[config.mk]
export PLATFORM = sky130hd
export DESIGN_NAME = reg_file_16x32
export DESIGN_NICKNAME = d
export VERILOG_FILES = /design/src/rtl/reg_file_pkg.sv /design/src/rtl/reg_file_16x32.sv
export SDC_FILE = /design/constraint.sdc
export NUM_CORES = 1
export LEC_CHECK = 0
export CAP_MARGIN = 40
export CORE_ASPECT_RATIO = 0.9
export CORE_MARGIN = 2
export CORE_UTILIZATION = 60
export DETAILED_ROUTE_END_ITERATION = 10
export GPL_ROUTABILITY_DRIVEN = 1
export GPL_TIMING_DRIVEN = 0
export PLACE_DENSITY = 0.78
export SYNTH_ARGS = -nofsm -noshare
export SYNTH_HDL_FRONTEND = slang
export SYNTH_SLANG_ARGS = --single-unit
export TNS_END_PERCENT = 1
[constraint.sdc]
create_clock -name clk -period 2.53 [get_ports clk]
set_input_delay 0.3795 -clock clk [delete_from_list [all_inputs] [get_ports clk]]
set_output_delay 0.3795 -clock clk [all_outputs]
set_load 0.02 [all_outputs]
[src/rtl/reg_file_pkg.sv]
// ============================================================================
// reg_file_pkg : shared sizing and word type for the 16x32 register file
// Revision     : 1.0
// ============================================================================
`default_nettype none

package reg_file_pkg;

  localparam int DATA_W = 32;
  localparam int ADDR_W = 4;
  localparam int DEPTH  = 16;

  typedef logic [DATA_W-1:0] word_t;

endpackage : reg_file_pkg

`default_nettype wire

[src/rtl/reg_file_16x32.sv]
// ============================================================================
// reg_file_16x32 : 16x32 register file, shared address, sync write, registered read
// Revision       : 1.0
// ============================================================================
`default_nettype none

module reg_file_16x32
  import reg_file_pkg::*;
#(
  parameter int DATA_W_P = DATA_W,
  parameter int ADDR_W_P = ADDR_W,
  parameter int DEPTH_P  = DEPTH
) (
  input  logic                clk,
  input  logic                rst,
  input  logic                read_en,
  input  logic                write_en,
  input  logic [ADDR_W_P-1:0] addr,
  input  logic [DATA_W_P-1:0] write_data,
  output logic [DATA_W_P-1:0] read_data
);

  logic [DATA_W_P-1:0] mem [DEPTH_P];
  logic [DATA_W_P-1:0] rd_next;

  // Write-first bypass: a same-edge write is what the read observes.
  always_comb begin
    rd_next = mem[addr];
    if (write_en) begin
      rd_next = write_data;
    end
  end

  always_ff @(posedge clk or negedge rst) begin
    if (!rst) begin
      for (int i = 0; i < DEPTH_P; i++) begin
        mem[i] <= '0;
      end
      read_data <= '0;
    end else begin
      if (write_en) begin
        mem[addr] <= write_data;
      end
      if (read_en) begin
        read_data <= rd_next;
      end
    end
  end

endmodule : reg_file_16x32

`default_nettype wire

**Yosys cells after proc, flatten, opt, wreduce, memory -nomap -nowiden**

Index checks and enable logic that the tools add are counted.

- Memories: 0
- Output and inout port bits: 32
- Logic and storage cells: 28
- Flip-flop bits (word level): 544
- Latch bits: 0
- Input bits: 40
- Bits in read-only memories: 0
- Memory bits (writable): 0

- $lt $le $gt $ge: 2
- Multiplexer cells: 7
- Bitwise gates (word level): 1
- Equal/unequal tests: 0
- $add $sub $neg: 0
- Reductions and logical operators: 1
- Multipliers: 0
- Shift-type cells: 0
- Div/mod/pow operators: 0

Operators by type and width:

| operator | number |
|---|---|
| $bwmux 512 | 1 |
| $bmux 32 s4 | 1 |
| $demux 32 s4 | 1 |
| $mux 32 | 4 |
| $ge 5x5->1 const B | 1 |
| $lt 5x1->1 const B | 1 |
| $not 4->5 | 1 |
| $logic_and 1x1->1 | 1 |

**Logic depth before layout (Yosys ltp)**

- Word-level depth: 6
- Gate-level depth with buffers: 8

**Worst setup path after synthesis**

No wires, ideal clock.

- Path type: in2reg
- From: input addr[0]
- To: register read_data[0]
- Library setup time: 0.130 ns
- Arrival time: 1.678 ns
- Slack: 0.722 ns
- Stages on the path: 6
- Data required time: 2.400 ns
- Cells stage by stage: buf_2 buf_6 clkbuf_1 mux2_2 a211oi_1 a31oi_1

- Cells in the longest elaborated chain, start to end: 5

RTL lines:

| what | RTL line | text |
|---|---|---|
| start: declaration | reg_file_16x32.sv:18 | `input logic [ADDR_W_P-1:0] addr,` |
| $not 4->5 (not written as such) | reg_file_16x32.sv:28 | `rd_next = mem[addr];` |
| $bmux 32 s4 | reg_file_16x32.sv:28 |  |
| $mux 32 (not written as such) (2 in series) | reg_file_16x32.sv:28 |  |
| $mux 32 | reg_file_16x32.sv:29 | `if (write_en) begin` |
| end signal: assignment | reg_file_16x32.sv:45 | `read_data <= rd_next;` |
| end: declaration | reg_file_16x32.sv:20 | `output logic [DATA_W_P-1:0] read_data` |

Every way passes these cells. The select of a mux whose other input is x is not followed.
A chain may end at the register's enable or synchronous reset.

**Final worst setup path**

- From: input addr[2]
- To: register mem[93] (netlist bit)

- Cells in the longest elaborated chain, start to end: 6
- Elaborated cells between the ends (all ways): 7
- Classes of those cells: order compare (2); mux (3); bitwise (1); reduce/logical (1)

RTL lines:

| what | RTL line | text |
|---|---|---|
| $not 4->5 (not written as such) * | reg_file_16x32.sv:42 | `mem[addr] <= write_data;` |
| $ge 5x5->1 (not written as such) / $lt 5x1->1 (equally long branches) | reg_file_16x32.sv:42 |  |
| $logic_and 1x1->1 (not written as such) | reg_file_16x32.sv:42 |  |
| $mux 32 (not written as such) | reg_file_16x32.sv:42 |  |
| $demux 32 s4 * | reg_file_16x32.sv:42 |  |
| $bwmux 512 * | reg_file_16x32.sv:42 |  |
| end signal: indexed assignment | reg_file_16x32.sv:42 |  |
| end: declaration | reg_file_16x32.sv:23 | `logic [DATA_W_P-1:0] mem [DEPTH_P];` |

Every way passes the cells marked *; elsewhere a longest branch is shown, timed or not.

==> results.json <==
{
  "synth_top_area_share": 0.551,
  "finalSetupViolCount": 0,
  "routed_wl_um": 68900,
  "syn_to_final_growth_pct": 13.8,
  "htree_num_levels": 2,
  "power_density_nw_per_um2": 856,
  "synth.net_count": 1798,
  "run_status": "finished, final reports clean",
  "n_fill_cell": 2812,
  "firstDrtPassIters": 5,
  "dp_hpwl_um": 43900,
  "synth_seq_area_share": 0.551,
  "cp_top_family": "buffers and inverters",
  "async_reset_ff_frac": 1.00,
  "placed_area_um2": 26300,
  "synth_enable_flop_cells": 0,
  "arrival_ns": 2.94,
  "nets": 1937,
  "pwr-share-seq": 0.486,
  "synth_area_leaders": "dfrtp_1, mux2_2, mux2i_1",
  "swShare": 0.259,
  "min-delay-start": "read_en",
  "timing.critical_path.to_type": "flip-flop",
  "slowest_stage": "clkdlybuf4s50_1",
  "wire_per_inst_um": 27.8,
  "fp.coreArea_um2": 40600,
  "clk_latency_ns": 0.61,
  "finalHoldViolCount": 0,
  "die_h_um": 197,
  "clk_root_buffer_cell": "clkbuf_16",
  "start_util": 0.608,
  "ir_drop_mv": 0.590,
  "drt_iter0_markers": 1531,
  "grt_max_degree": 131,
  "seqCellArea_um2": 13600,
  "place_congestion": 0.914,
  "reg2reg_from": "mem[405]$_DFFE_PN0P_",
  "fin_worst_skew_ns": 0.0139,
  "min_path_type": "input pin to flip-flop",
  "synthCells": 1758,
  "max_freq_mhz": 406,
  "n_antenna_cell": 0,
  "synth_common_cells": "dfrtp_1, mux2_2, mux2i_1, clkbuf_1, nand2_1",
  "yosysMostFrequentCell": "dfrtp_1",
  "utilization": 0.692,
  "worst_pin_slew_ns": 0.953,
  "slew_headroom": 0.364,
  "synth.largest_area_cell": "dfrtp_1",
  "p_switching_mw": 6.23,
  "period_needed_ns": 2.46,
  "clkTransAtPathRegs_ns": 0.07,
  "netlist_area_um2": 24700,
  "portBuffers": 67,
  "crit_path_start_kind": "input pin",
  "drt-met1-wl_um": 29000,
  "ios": 72,
  "grt_util_all_layers": 0.331,
  "cts_buffer_depth": 3,
  "worst-setup-path-type": "input pin to flip-flop",
  "ant_nets": 0,
  "worstPathRequired_ns": 3.01,
  "internal_power_mw": 17.8,
  "grt_pass1_vias": 16600,
  "ys_ff_latch": 544,
  "final_cell_area_um2": 28100,
  "yosysWarnings": 0,
  "cts_resized": 0,
  "p_comb_frac": 0.174,
  "p_total_mw": 24.1,
  "slowest_delay_ns": 0.72,
  "antenna_found_initial": 0,
  "setup_ws_ns": 0.0678,
  "drv_cap": 0,
  "clock-sinks": 544,
  "via_per_inst": 6.42,
  "drive_above_1_share": 0.374,
  "path_buf_inv": 2,
  "finalMaxSlewViolations": 0,
  "wl_met3_um": 5250,
  "place_worst_setup_slack_ns": -0.478,
  "vias": 15900,
  "grt_first_pass_wirelength_um": 104000,
  "fp-row-count": 70,
  "rsz0062_at_grt": "false",
  "cts_buffers": 53,
  "syn_area_per_cell_um2": 14.1,
  "crit_path_max_fanout": 10,
  "startpoint": "addr[2]",
  "multi_input_area_um2": 10300,
  "met2_length_um": 32000,
  "synthFlopType": "dfrtp_1",
  "dieArea_um2": 42800,
  "crit_chain": "clkdlybuf4s50_1 -> nand3_1 -> nor2_1 -> buf_2 -> mux2_2",
  "cts_tree": "built",
  "drc": 0,
  "finalCritPeriodShare": 0.973,
  "grt_overflow": 0,
  "die_w_um": 218,
  "power_leakage_nw": 12.4,
  "top_layer": "met4",
  "synthDistinctLibCells": 31,
  "p_clk_frac": 0.341
}
==> what timing repair did <==
action	4_1_cts	5_1_grt
hold buffers	1	0
setup buffers	0	0
hold endpoints to repair	62	0
==> power groups by stage <==
stage	clock (mW)	sequential (mW)	combinational [mW]
2_1_floorplan	0	11.6	2.96
4_1_cts	8.26	11.7	4.18
3_3_place_gp	0	11.7	3.94
6_report	8.20	11.7	4.18
5_1_grt	8.64	11.9	4.53
3_5_place_dp	0	11.8	4.13
==> layout by cell type (no fill, tap or decap), types with 2 or more instances in the layout <==
cell type / count
o22ai_1: 24
nor2b_1: 2
clkinv_2: 8
clkdlybuf4s50_1: 66
nand3_1: 4
nor3_2: 3
mux4_2: 30
buf_1: 7
clkbuf_16: 53
nand4_1: 19
buf_16: 4
inv_6: 2
nor3_1: 2
clkbuf_1: 76
buf_2: 59
nand2_1: 63
and2_1: 3
mux2_2: 502
a211oi_1: 30
nor2_1: 17
a21oi_1: 22
a22oi_1: 35
nor2_2: 4
dfrtp_1: 544
clkbuf_8: 15
a221oi_1: 10
a31oi_1: 10
nand2b_1: 3
o21ai_0: 32
or3b_2: 2
buf_4: 17
nand3b_1: 36
buf_8: 4
mux2i_1: 186
buf_6: 15
mux2_1: 20
bufinv_16: 5
==> layout make-up <==
| cell class | count | share of cell area |
|---|---|---|
| well taps | 540 | 0.0240 |
| plain buffers | 153 | 0.0269 |
| clock inverters | 16 | 0.00765 |
| clock buffers | 80 | 0.0561 |
| flip-flops and latches | 544 | 0.484 |
| repair buffers | 84 | 0.0335 |
| multi-input cells | 1061 | 0.368 |
==> layer usage <==
| metal | track usage | up-vias |
|---|---|---|
| met2 | 0.507 | 673 |
| li1 | - | 6699 |
| met3 | 0.0667 | 188 |
| met4 | 0.139 | 0 |
| met1 | 0.465 | 8347 |
| met5 | 0 | - |
==> state kept, by name (all words and copies together), names as in the netlist <==
signal / cells
read_data: 32
mem: 512
==> worst paths after layout <==
path	to	slack [ns]	cells after the start
max reg2reg	read_data[21]$_DFFE_PN0P_	1.08	3
min reg2reg	mem[85]$_DFFE_PN0P_	0.48	1
min	read_data[9]$_DFFE_PN0P_	0.18	4
max in group asynchronous	mem[282]$_DFFE_PN0P_	0.65	4
min in group asynchronous	mem[266]$_DFFE_PN0P_	0.33	2
max	mem[93]$_DFFE_PN0P_	0.07	5
==> through the flow <==
stage | hold WS, ns | setup TNS [ns] | std cells
final | 0.178 | 0 | 2478
after global routing | 0.195 | 0 | 2478
after CTS | 0.164 | 0 | 2476
after detailed placement | 0.368 | -66.57 | 2379
after global placement | 0.463 | - | 2365
after floorplan | 0.0839 | 0 | 1758
==> worst min-delay path, delay by kind of cell <==
kind,cells,cell delay [ns]
AND/OR/NAND/NOR,1,0.09
buffers and inverters,1,0.14
AO/OA/AOI/OAI,2,0.14
==> cell families after synthesis <==
| kind of cell | Yosys count | synth area share |
|---|---|---|
| mux | 738 | 0.341 |
| flops | 544 | 0.551 |
| compound gates | 163 | 0.0428 |
| simple gates | 160 | 0.0348 |
| buf+inv | 153 | 0.0306 |
No activity file was read; power rests on OpenSTA's default activity.
